### config.mk
export PLATFORM = sky130hd
export DESIGN_NAME = piso_tx8
export DESIGN_NICKNAME = d
export VERILOG_FILES = /design/src/rtl/piso_tx8.sv
export SDC_FILE = /design/constraint.sdc
export NUM_CORES = 1
export LEC_CHECK = 0
export BUFFER_PORTS_ARGS = -buffer_cell sky130_fd_sc_hd__buf_2
export CAP_MARGIN = 20
export CORE_MARGIN = 1
export CORE_UTILIZATION = 43
export DETAILED_ROUTE_END_ITERATION = 8
export PLACE_DENSITY = 0.73
export SLEW_MARGIN = 25
export SYNTH_ARGS = -nofsm -noshare
export SYNTH_HDL_FRONTEND = slang
export SYNTH_SLANG_ARGS = --single-unit
### constraint.sdc
create_clock -name clk -period 1.33 [get_ports clk]
set_input_delay 0.266 -clock clk [delete_from_list [all_inputs] [get_ports clk]]
set_output_delay 0.266 -clock clk [all_outputs]
set_load 0.05 [all_outputs]
### src/rtl/piso_tx8.sv
// Parallel-in/serial-out frame transmitter: LSB first, one bit per tick, then a one-cycle done pulse.
// A start is accepted only in IDLE (ready=1); with tick held high, frames can be accepted every WIDTH+2 cycles.
module piso_tx8 #(
  parameter int WIDTH = 8
) (
  input  logic             clk,
  input  logic             rst,
  input  logic             start,
  input  logic [WIDTH-1:0] PI,
  input  logic             tick,
  output logic             serOut,
  output logic             sValid,
  output logic             ready,
  output logic             done
);

  localparam int            CW   = $clog2(WIDTH);
  localparam logic [CW-1:0] LAST = CW'(WIDTH - 1);

  typedef enum logic [1:0] {
    IDLE  = 2'd0,
    SHIFT = 2'd1,
    DONE  = 2'd2
  } state_t;

  state_t           state, state_nxt;
  logic [WIDTH-1:0] sreg, sreg_nxt;
  logic [CW-1:0]    cnt, cnt_nxt;

  always_ff @(posedge clk) begin
    if (rst) begin
      state <= IDLE;
      sreg  <= '0;
      cnt   <= '0;
    end else begin
      state <= state_nxt;
      sreg  <= sreg_nxt;
      cnt   <= cnt_nxt;
    end
  end

  // Outputs decode only registered state, so start/tick never reach them combinationally.
  always_comb begin
    state_nxt = state;
    sreg_nxt  = sreg;
    cnt_nxt   = cnt;
    ready     = 1'b0;
    sValid    = 1'b0;
    done      = 1'b0;
    serOut    = 1'b0;
    case (state)
      IDLE: begin
        ready = 1'b1;
        if (start) begin
          sreg_nxt  = PI;
          cnt_nxt   = '0;
          state_nxt = SHIFT;
        end
      end
      SHIFT: begin
        sValid = 1'b1;
        serOut = sreg[0];
        if (tick) begin
          sreg_nxt = {1'b0, sreg[WIDTH-1:1]};
          if (cnt == LAST) begin
            cnt_nxt   = '0;
            state_nxt = DONE;
          end else begin
            cnt_nxt = cnt + CW'(1);
          end
        end
      end
      DONE: begin
        done      = 1'b1;
        state_nxt = IDLE;
      end
      default: state_nxt = IDLE;
    endcase
  end

endmodule

==> impl_results.md <==
- Tmin final: between 1000 and 1500 ps
- Worst Skew: roughly 0.47 ps
- Cell count after synthesis: 66
- TritonCTS clock tree: built
- Syn_nets: 80
- Reg2reg path depth: 3
- FP Rows: 12
- Slew @ Worst Pin: a little under 400 ps
- Synth area leaders: dfxtp_1, a211oi_1, o22ai_1, inv_1, nand4b_1
- Fmax: 721 MHz
- Register area share after synthesis: approximately 44%
- Antenna diode count: 0
- Num CTS Buffers: 3
- Final nets: a little over 100
- Power per cell area: around 1100 nW/µm²
- Drt pass-1 iters: 4
- Synth top area share: 44.3%
- CTS H-Tree Depth: 1
- Delay-heaviest family, CP: flip-flops
- Die area: between 1500 and 2000 µm²
- Cell Area, Placed: about 700 µm²
- GRT Total Usage: between 20% and 30%
- ANT nets after route: 0
- RePlAce Congestion: roughly 0.80
- HP Class: in -> reg
- Clock Tree Root: clkbuf_4
- Worst hold slack: 260 ps
- CTS sink cnt: 13
- IO buf count: 15
- CP required: 1060 ps
- Ys Warns: 0
- Worst R2R Setup Slack: -30 ps
- Ordered list of cells on the worst path: buf_6 > nor2b_4 > and2_4 > buf_8
- Remaining DRCs: 0
- Post-Syn Area: slightly below 600 µm²
- Reg2reg start: state[0]
- FF-to-FF End: sreg[0]
- Post-route cell area: 805 µm²
- Biggest area consumer among synthesized cells: dfxtp_1
- Final Hold Viols: 0
- Post-CTS Hold Fix Bufs: 0
- Antenna violations before repair: 0
- WHS Endpoint: sreg[7]
- Worst path slowest cell: dfxtp_2
- DR WL/cell: between 10 and 15 µm
- IO Pins: 16
- Yosys reg bits: 13
- Hold-critical path depth: 3
- CP max stage delay: about 340 ps
- Final WS setup: -56.6 ps
- Avg Cell Area, Syn: 8.89 µm²
- WP buf/inv: 2
- RSZ-0062 raised after global routing: true
- 1st-iter DRT viols: 7
- CTS clk-pin slew, worst paths: 80 ps
- Vias per cell: ~5.7
- Deepest clock path buffer count: 2
- Total Wirelength: around 1.3 mm
- Vias: 580
- Worst slew margin: 74.1%
- Vias in the first global route: 502
- Worst-Skew Late Latency: 270 ps
- CP endpoint kind: output pin
- Share of layout cells above drive strength 1: between 30% and 40%
- CP Launch Type: register
- Core Region: about 1200 µm²
- Die H: between 30 and 40 µm
- Leak Pwr: 0.000341 µW
- Final setup fails: 6
- Initial Util: about half
- Worst hold start: PI[7]
- Largest net degree at the start of global routing: 14
- Worst Path Arrival: between 1000 and 1500 ps
- Yosys cell types: 22
- First-pass GRT wire length: 2.05 mm
- Detailed placer's ending HPWL: 885 µm
- Slew Limit Fails: 0
- Maximum VDD drop: 0.965 mV
- Failing checks: setup timing
- Grt ovf: 0
- Period utilization: 104%
- Critical-path maximum fanout: 4
- Die W: about 39 µm
- Max-Cap Viols: 0
- Area Overhead vs Synth: 37.1%
- Outcome: finished, violations left
- Crit Path Class: reg -> out
-- state kept, by name, indices dropped and copies added (netlist names) --
register,flops
state,2
cnt,3
sreg,8
-- routing by layer --
layer / up-vias / routed length [µm] / global-route usage (%)
met5: - / 0 / 0
met4: 0 / 16 / 5.17
met3: 2 / 65 / 10.4
met2: 13 / 631 / 35.4
met1: 280 / 599 / 22.4
li1: 285 / - / -
-- through the flow --
step	TNS, ps	cells	power [µW]	util (%)	setup WS (ps)
after global routing	-671	102	890	67.8	-106
after global placement	0	95	581	59.2	48.8
after floorplan	-195	66	542	-	-123
final	-153	102	848	67.8	-56.6
after detailed placement	0	95	585	59.2	12.8
after CTS	-108	100	835	64.9	-60.6
-- cells by family after synthesis --
kind of cell	after synthesis	share of synthesized area (%)
adder cells (fa/ha/maj)	2	4.26
buffers and inverters	12	9.38
AND/OR/NAND/NOR	15	16.2
AO/OA/AOI/OAI	23	24.1
multiplexers	1	1.71
flip-flops	13	44.3
-- worst max-delay path by stage --
stage / start / endpoint / slack (ps) / depth (start not counted)
floorplan: state[1] / serOut / -120 / 3
global placement: state[0] / sreg[6] / 50 / 3
detailed placement: state[0] / sreg[2] / 10 / 3
CTS: state[1] / serOut / -60 / 4
global route: state[1] / serOut / -110 / 4
finish: state[1] / serOut / -60 / 4
-- where the power goes --
part	switching (µW)	internal [µW]
Sequential	19.4	417
Clock	124	116
Combinational	90.5	80.7
Total	234	613
-- layout make-up --
class / instances / area [µm²]
clock buffers: 4 / 26.3
repair buffers: 23 / 165
multi-input cells: 41 / 304
fillers: 100 / 382
flip-flops and latches: 13 / 265
well taps: 14 / 17.5
inverters: 7 / 26.3
-- cells in the mapped netlist (all sizes together) --
library cell	number
dfxtp	13
a211oi	7
inv	7
o22ai	7
a21oi	5
o21ai	4
clkbuf	3
nand4b	3
buf	2
ha	2
nand2	2
nor2	2
nor2b	2
and2	1
mux2i	1
nand3	1
nand3b	1
nor3b	1
or2	1
or3b	1
-- tightest hold or removal path: cells and delay by family --
kind / cells / cell delay (ps)
buffers and inverters: 1 / 90
AO/OA/AOI/OAI: 1 / 60
AND/OR/NAND/NOR: 1 / 70
-- cells in the final DEF, fill, tap and decap left out, drive strengths merged --
master  Yosys  layout
a211oi      7       7
a21oi       5       5
and2        1       1
buf         2      23
clkbuf      3       4
dfxtp      13      13
ha          2       2
inv         7       7
mux2i       1       1
nand2       2       2
nand3       1       1
nand3b      1       1
nand4b      3       3
nor2        2       2
nor2b       2       2
nor3b       1       1
o21ai       4       4
o22ai       7       7
or2         1       1
or3b        1       1
-- timing repair --
| action | in CTS | in global routing |
|---|---|---|
| setup endpoints to repair | 6 | 11 |
| cloned | 0 | 0 |
| pin swaps | 1 | 1 |
| hold endpoints to repair | 0 | 0 |
| gates resized for setup | 12 | 4 |
| setup buffers | 1 | 2 |
No activity file was read; power rests on OpenSTA's default activity.
